**config.mk**
```make
export PLATFORM = sky130hd
export DESIGN_NAME = channel_sampler
export DESIGN_NICKNAME = d
export VERILOG_FILES = /design/src/rtl/channel_sampler_pkg.sv /design/src/rtl/channel_sampler_prescaler.sv /design/src/rtl/channel_sampler.sv
export SDC_FILE = /design/constraint.sdc
export NUM_CORES = 1
export LEC_CHECK = 0
export ABC_CLOCK_PERIOD_IN_PS = 1850
export CAP_MARGIN = 40
export CELL_PAD_IN_SITES_DETAIL_PLACEMENT = 1
export CELL_PAD_IN_SITES_GLOBAL_PLACEMENT = 1
export CORE_MARGIN = 4
export CORE_UTILIZATION = 38
export CTS_BUF_LIST = sky130_fd_sc_hd__clkbuf_4 sky130_fd_sc_hd__clkbuf_8
export DETAILED_ROUTE_END_ITERATION = 12
export PLACE_DENSITY = 0.83
export SYNTH_ARGS = -nofsm -noshare
export SYNTH_HDL_FRONTEND = slang
export SYNTH_SLANG_ARGS = --single-unit
```
**constraint.sdc**
```tcl
create_clock -name clk -period 1.85 [get_ports clk]
set_input_delay 0.37 -clock clk [delete_from_list [all_inputs] [get_ports clk]]
set_output_delay 0.37 -clock clk [all_outputs]
set_load 0.01 [all_outputs]
```
**src/rtl/channel_sampler_pkg.sv**
```systemverilog
// channel_sampler_pkg: shared trigger/FSM encodings, record size and VGA timing constants
package channel_sampler_pkg;
  localparam int DATA_SIZE_DEF = 256;
  localparam int H_VISIBLE = 640;
  localparam int H_TOTAL = 800;
  localparam int V_VISIBLE = 480;
  localparam int V_TOTAL = 525;
  typedef enum logic [1:0] {TRIG_IMM = 2'b00, TRIG_RISE = 2'b01, TRIG_FALL = 2'b10, TRIG_ANY = 2'b11} trig_t;
  typedef enum logic [1:0] {IDLE, ARMED, CAPTURE, PUBLISH} state_t;
  function automatic logic trig_hit(input logic [1:0] m, input logic p, input logic s);
    return m == TRIG_IMM ? 1'b1 : m == TRIG_RISE ? !p && s : m == TRIG_FALL ? p && !s : p ^ s;
  endfunction
endpackage

```
**src/rtl/channel_sampler_prescaler.sv**
```systemverilog
// sample_prescaler: reloadable down-counter producing one tick every prescale+1 clocks
module sample_prescaler #(
  parameter int W = 16
) (
  input  logic         clk,
  input  logic         reset,
  input  logic         en,
  input  logic         load,
  input  logic [W-1:0] prescale,
  output logic         tick
);
  logic [W-1:0] cnt;
  assign tick = en && cnt == '0;
  // reload on arm entry or on each tick, otherwise count down while enabled
  always_ff @(posedge clk)
    if (reset) cnt <= '0;
    else if (load || tick) cnt <= prescale;
    else if (en) cnt <= cnt - W'(1);
endmodule

```
**src/rtl/channel_sampler.sv**
```systemverilog
// channel_sampler: triggered 1-bit capture into a record published only during vblank
module channel_sampler
  import channel_sampler_pkg::*;
#(
  parameter int DATA_SIZE = DATA_SIZE_DEF,
  parameter int PRESCALE_WIDTH = 16
) (
  input  logic                      clk,
  input  logic                      reset,
  input  logic                      sig_in,
  input  logic [PRESCALE_WIDTH-1:0] prescale,
  input  logic [1:0]                trig_mode,
  input  logic                      arm,
  input  logic                      continuous,
  input  logic                      vblank,
  output logic [DATA_SIZE-1:0]      data,
  output logic                      busy,
  output logic                      done
);
  localparam int CW = $clog2(DATA_SIZE) + 1;
  state_t state, state_n;
  logic sync1, sig_s, prev, tick, load, hit, shift;
  logic [DATA_SIZE-1:0] shreg;
  logic [CW-1:0] cnt;
  sample_prescaler #(.W(PRESCALE_WIDTH)) u_pre (
    .clk(clk), .reset(reset), .en(state != IDLE), .load(load), .prescale(prescale), .tick(tick)
  );
  assign load = state_n == ARMED && state != ARMED;
  assign hit = trig_hit(trig_mode, prev, sig_s);
  assign shift = tick && ((state == ARMED && hit) || state == CAPTURE);
  assign busy = state != IDLE;
  // two-flop synchronizer for the asynchronous probe
  always_ff @(posedge clk)
    if (reset) {sig_s, sync1} <= 2'b00;
    else {sig_s, sync1} <= {sync1, sig_in};
  // next state and the publish strobe
  always_comb begin
    state_n = state;
    done = 1'b0;
    case (state)
      IDLE:    state_n = arm ? ARMED : IDLE;
      ARMED:   state_n = tick && hit ? CAPTURE : ARMED;
      CAPTURE: state_n = tick && cnt == CW'(DATA_SIZE - 1) ? PUBLISH : CAPTURE;
      default: begin
        state_n = vblank ? (continuous ? ARMED : IDLE) : PUBLISH;
        done = vblank && !reset;
      end
    endcase
  end
  // state register
  always_ff @(posedge clk)
    if (reset) state <= IDLE;
    else state <= state_n;
  // edge history, shift register, sample count and published record
  always_ff @(posedge clk)
    if (reset) begin
      prev <= 1'b0;
      shreg <= '0;
      cnt <= '0;
      data <= '0;
    end else begin
      prev <= load || tick ? sig_s : prev;
      if (shift) shreg <= {sig_s, shreg[DATA_SIZE-1:1]};
      cnt <= !shift ? cnt : state == ARMED ? CW'(1) : cnt + CW'(1);
      if (done) data <= shreg;
    end
endmodule
```
**Word level (Yosys, flattened, before mapping)**

Index checks and enable logic that the tools add are counted.

- Logic and storage cells: 51
- Input bits: 24
- Bits in registers: 542
- Output and inout bits: 258

- Reduce and logical (&&, ||, !) cells: 20
- Bitwise logic cells: 1
- $add $sub $neg: 2
- Equal/unequal tests: 7
- Mux-type cells: 13

Operator list:

| cell | number |
|---|---|
| $mux 16 | 2 |
| $logic_not 16->1 | 1 |
| $sub 16x1->16 const B | 1 |
| $add 9x1->9 const B | 1 |
| $eq 9x8->1 const B | 1 |
| $logic_and 1x1->1 | 9 |
| $mux 9 | 1 |
| $mux 1 | 7 |
| $eq 2x1->1 const B | 3 |
| $pmux 2 s3 | 1 |
| $eq 2x2->1 const B | 2 |
| $logic_not 2->1 | 2 |
| $mux 2 | 2 |
| $reduce_bool 2->1 | 2 |
| $logic_not 1->1 | 3 |
| $reduce_or 3->1 | 1 |
| $logic_or 1x1->1 | 2 |
| $ne 2x1->1 const B | 1 |
| $xor 1x1->1 | 1 |

**Depth between registers and ports, before layout**

- Depth after elaboration: 12
- Gate-level depth with buffers: 10
- Depth with buffers taken out: 7

**Modules after synthesis**

A second synthesis with hierarchy kept.

- Cell total of the unflattened synthesis: 2138
- Area, all modules: 20144.3 um2

Modules (own cells, without submodules):

| module | area each (um2) | instances | cells each | sequential area each (um2) |
|---|---|---|---|---|
| channel_sampler | 19113.3 | 1 | 2024 | 10530.1 |
| sample_prescaler | 1031.0 | 1 | 114 | 320.3 |

**Worst setup path after synthesis**

No wires, ideal clock.

- Path kind: flip-flop to flip-flop
- Start point: reg sig_s
- End point: reg shreg[245]
- Setup time: 70 ps
- Path slack: -53 ps
- Stages on the path, launching flop included: 11
- Clock period less this slack: 1903 ps
- Arrival time: 1832 ps
- Path buffers: 3
- Data required time: 1780 ps
- Path through: dfxtp_1 inv_1 ha_1 nand2b_1 nand4_1 and2_1 buf_2 buf_2 buf_1 nand3_1 a21oi_1

- Word-level cells in the longest chain between the ends: 8
- Elaborated cells on any way between the ends: 10
- Those cells by class: mux: 3; bitwise: 1; reduce/logical: 6

Ends and longest elaborated chain:

| element | RTL line | source |
|---|---|---|
| from (decl) | channel_sampler.sv:22 | `logic sync1, sig_s, prev, tick, load, hit, shift;` |
| from (signal assigned) | channel_sampler.sv:35 | `else {sig_s, sync1} <= {sync1, sig_in};` |
| $logic_not 1->1 | channel_sampler_pkg.sv:11 | `return m == TRIG_IMM ? 1'b1 : m == TRIG_RISE ? !p && s : m == TRIG_FALL ? p && !s : p ^ s;` |
| $logic_and 1x1->1 | channel_sampler_pkg.sv:11 |  |
| $mux 1 | channel_sampler_pkg.sv:11 |  |
| $mux 1 * (2 in series) | channel_sampler_pkg.sv:11 |  |
| $logic_and 1x1->1 * | channel_sampler.sv:30 | `assign shift = tick && ((state == ARMED && hit) \|\| state == CAPTURE);` |
| $logic_or 1x1->1 * | channel_sampler.sv:30 |  |
| $logic_and 1x1->1 * | channel_sampler.sv:30 |  |
| to (signal assigned) | channel_sampler.sv:63 | `if (shift) shreg <= {sig_s, shreg[DATA_SIZE-1:1]};` |
| to (decl) | channel_sampler.sv:23 | `logic [DATA_SIZE-1:0] shreg;` |

Mark *: on every way between the ends. The rest lies on a longest branch, timed or not.
A chain may end at the register's enable or synchronous reset.

**Worst setup path in the final report**

- Start point: reg u_pre.cnt[13]
- End point: reg shreg[210]

- Word-level cells in the longest chain between the ends: 3

Ends and longest elaborated chain:

| element | RTL line | source |
|---|---|---|
| from (decl) | channel_sampler_prescaler.sv:12 | `logic [W-1:0] cnt;` |
| from (signal assigned) | channel_sampler_prescaler.sv:17 | `else if (load \|\| tick) cnt <= prescale;` |
| from (signal assigned) | channel_sampler_prescaler.sv:18 | `else if (en) cnt <= cnt - W'(1);` |
| $logic_not 16->1 | channel_sampler_prescaler.sv:13 | `assign tick = en && cnt == '0;` |
| $logic_and 1x1->1 | channel_sampler_prescaler.sv:13 |  |
| $logic_and 1x1->1 | channel_sampler.sv:30 |  |

Every way passes these cells.

==> results.sh <==
export IMPL_status="complete, but fails checks"
export IMPL_violations="setup timing"
export IMPL_netlist_area_um2=20000
export IMPL_rows=83
export IMPL_worstSetupEndpointType="flip-flop"
export IMPL_place_hpwl_mm=40.4
export IMPL_drt_first_iter_violations=1972
export IMPL_wl_mm=95.8
export IMPL_drtAntennaViolNets=0
export IMPL_worst_skew_pair_late_latency_ns=0.72
export IMPL_ctsRootBufferMaster="clkbuf_8"
export IMPL_dpl_worst_slack_ns=-0.487
export IMPL_die_w_um=237
export IMPL_power_density_nw_per_um2=821
export IMPL_setup_viol=297
export IMPL_yosysTopAreaCellShare_pct=54.2
export IMPL_antenna_found_initial=7
export IMPL_grt_pass1_vias=22600
export IMPL_wire_per_inst_um=26.5
export IMPL_r2r_end="shreg[210]"
export IMPL_synth_top_flop_cell="dfxtp_1"
export IMPL_fmax_mhz=467
export IMPL_cts_sinks=542
export IMPL_synth_common_cells="dfxtp_1, a21oi_1, nand2_1"
export IMPL_maxSlewViolCount=0
export IMPL_fill_cells=5558
export IMPL_tightestPinTransition_ns=0.767
export IMPL_final_seq_area_um2=10900
export IMPL_synth_nets=2514
export IMPL_path_class="reg2reg"
export IMPL_rsz0062_at_grt="yes"
export IMPL_avgSynthCellArea_um2=8.06
export IMPL_r2r_cells=8
export IMPL_vias_per_cell=5.93
export IMPL_gp_congestion=0.802
export IMPL_multi_input_area_um2=11100
export IMPL_vias=21500
export IMPL_r2r_start="u_pre.cnt[13]"
export IMPL_drive_above_1_share_pct=31.0
export IMPL_ys_top_cells_by_area="dfxtp_1, a21oi_1, nand2_1, nand3_1, o21ai_0"
export IMPL_core_um2=51700
export IMPL_holdCritPathClass="in2reg"
export IMPL_hold_viol=0
export IMPL_area_growth_pct=57.3
export IMPL_placed_area_um2=24200
export IMPL_yosysMostFrequentCell="dfxtp_1"
export IMPL_initial_core_util_pct=38.7
export IMPL_power_mw=25.8
export IMPL_maxSlewHeadroom_pct=48.9
export IMPL_grt_overflow=0
export IMPL_clk_pin_slew_worst_paths_ns=0.08
export IMPL_worst_path_max_fanout=5
export IMPL_clock_path_buffers=3
export IMPL_htreeDepth=3
export IMPL_grt_pass1_wl_mm=132
export IMPL_synth_largest_area_cell="dfxtp_1"
export IMPL_cap_violations=0
export IMPL_cts_tree="done"
export IMPL_fin_nets=2895
export IMPL_hold_path_end="data[33]"
export IMPL_worstSetupStartpointType="flip-flop"
export IMPL_synth_cell_types=43
export IMPL_io_buffers=281
export IMPL_synth_edf_count=0
export IMPL_worstHoldStart="reset"
export IMPL_synthArstFlopShare_pct=0
export IMPL_grt_max_degree=162
export IMPL_design_area_um2=31500
export IMPL_reg2reg_slack_ns=-0.29
export IMPL_io_pins=282
export IMPL_skew_ns=0.0545
export IMPL_min_path_cells=3
export IMPL_synth_cells=2484
export IMPL_dr_pass1_iters=5
export IMPL_final_min_clock_period_ns=2.14
export IMPL_worstPathRequired_ns=2.46
export IMPL_arrival_ns=2.75
export IMPL_grt_total_usage_pct=29.1
export IMPL_vdd_drop_max_mv=0.691
export IMPL_drc_errors=0
export IMPL_timing_final_ws_setup_ns=-0.293
export IMPL_dieArea_um2=56400
export IMPL_yosys_warnings=0
export IMPL_period_share_pct=116
export IMPL_ys_seq_elements=542
export IMPL_ys_seq_area_share_pct=54.2
export IMPL_dieHeight_um=237
export IMPL_cts_buffers=90
export IMPL_leakage_nw=11.2
## layer usage
metal | vias to the layer above | track usage [%] | part of all wire (%)
li1 | 9355 | - | -
met1 | 10800 | 33.9 | 38
met2 | 993 | 51.6 | 51
met3 | 349 | 5.12 | 5.8
met4 | 8 | 14.2 | 5.5
met5 | - | 0 | 0.059
## what timing repair did
item	4_1_cts	5_1_grt
pin swaps	121	120
endpoints found under the setup margin	537	342
resized for setup	778	473
hold buffers	0	0
gates cloned	58	16
setup buffers	66	7
## per-stage QoR
stage	std cells	utilization (%)	hold WS (ns)	TNS, ns
5_1_grt	3618	60.9	0.231	-66.69
4_1_cts	3618	57.5	0.177	-43.98
6_report	3619	60.9	0.251	-47.54
2_1_floorplan	2484	-	0.414	-3.73
3_3_place_gp	3332	46.9	0.423	-103.75
3_5_place_dp	3332	46.9	0.447	-138.87
## cells in the final DEF (no fill, tap or decap), types with 62 or more instances in the layout
cell type,instances
dfxtp_1,535
nand2_1,523
a21oi_1,377
dlygate4sd2_1,256
a21oi_2,152
nand3_1,143
o21ai_2,114
clkbuf_8,114
buf_4,78
nand3_2,72
buf_12,62
## worst max-delay path, stage by stage (launching register included)
cell and delay, ns:
dfxtp_2 0.34, nor4_4 0.38, nand3b_4 0.12, and3b_4 0.41, buf_12 0.18, buf_12 0.14, buf_12 0.13, nand3_1 0.12
a21oi_2 0.24
## layout make-up
| cell class | instances | area share [%] |
|---|---|---|
| Timing Repair Buffer | 529 | 21.2 |
| Multi-Input combinational cell | 1696 | 35.2 |
| Sequential cell | 542 | 34.5 |
| Clock buffer | 147 | 5.77 |
| Tap cell | 680 | 2.70 |
| Inverter | 6 | 0.0715 |
| Clock inverter | 16 | 0.548 |
| Antenna cell | 3 | 0.0238 |
## state kept, by name, indices dropped and copies added (netlist names)
name	cells
cnt	9
prev	1
sig_s	1
data	256
shreg	256
sync1	1
u_pre.cnt	16
state	2
## how the worst max path moves through the flow
stage                             start       endpoint  cells after the start
after global routing           state[1]      data[210]                      6
after CTS                 u_pre.cnt[11]     shreg[115]                      8
after floorplan                   sig_s      shreg[45]                     10
after global placement              arm  u_pre.cnt[12]                      6
after detailed placement         vblank  u_pre.cnt[12]                      6
final                     u_pre.cnt[13]     shreg[210]                      8
## where the power goes
group          internal, mW  switching, mW  leakage, nW
clock                  6.63           5.39         1.06
sequential             11.7         0.0526         4.37
combinational         0.801           1.25         5.77
## cells by family (layout without fill, tap and decap cells)
| family | after synthesis | count (layout) | synth area share [%] |
|---|---|---|---|
| and+or+nand+nor | 849 | 849 | 18.7 |
| AOI/OAI and AO/OA | 826 | 826 | 21.0 |
| DFF | 542 | 542 | 54.2 |
| buffers and inverters | 246 | 698 | 5.03 |
| xor gates and xnor gates | 15 | 15 | 0.657 |
| adders and majority gates | 6 | 6 | 0.375 |
| other | 0 | 3 | 0 |
Note: power is estimated with default switching activity, not from simulation.
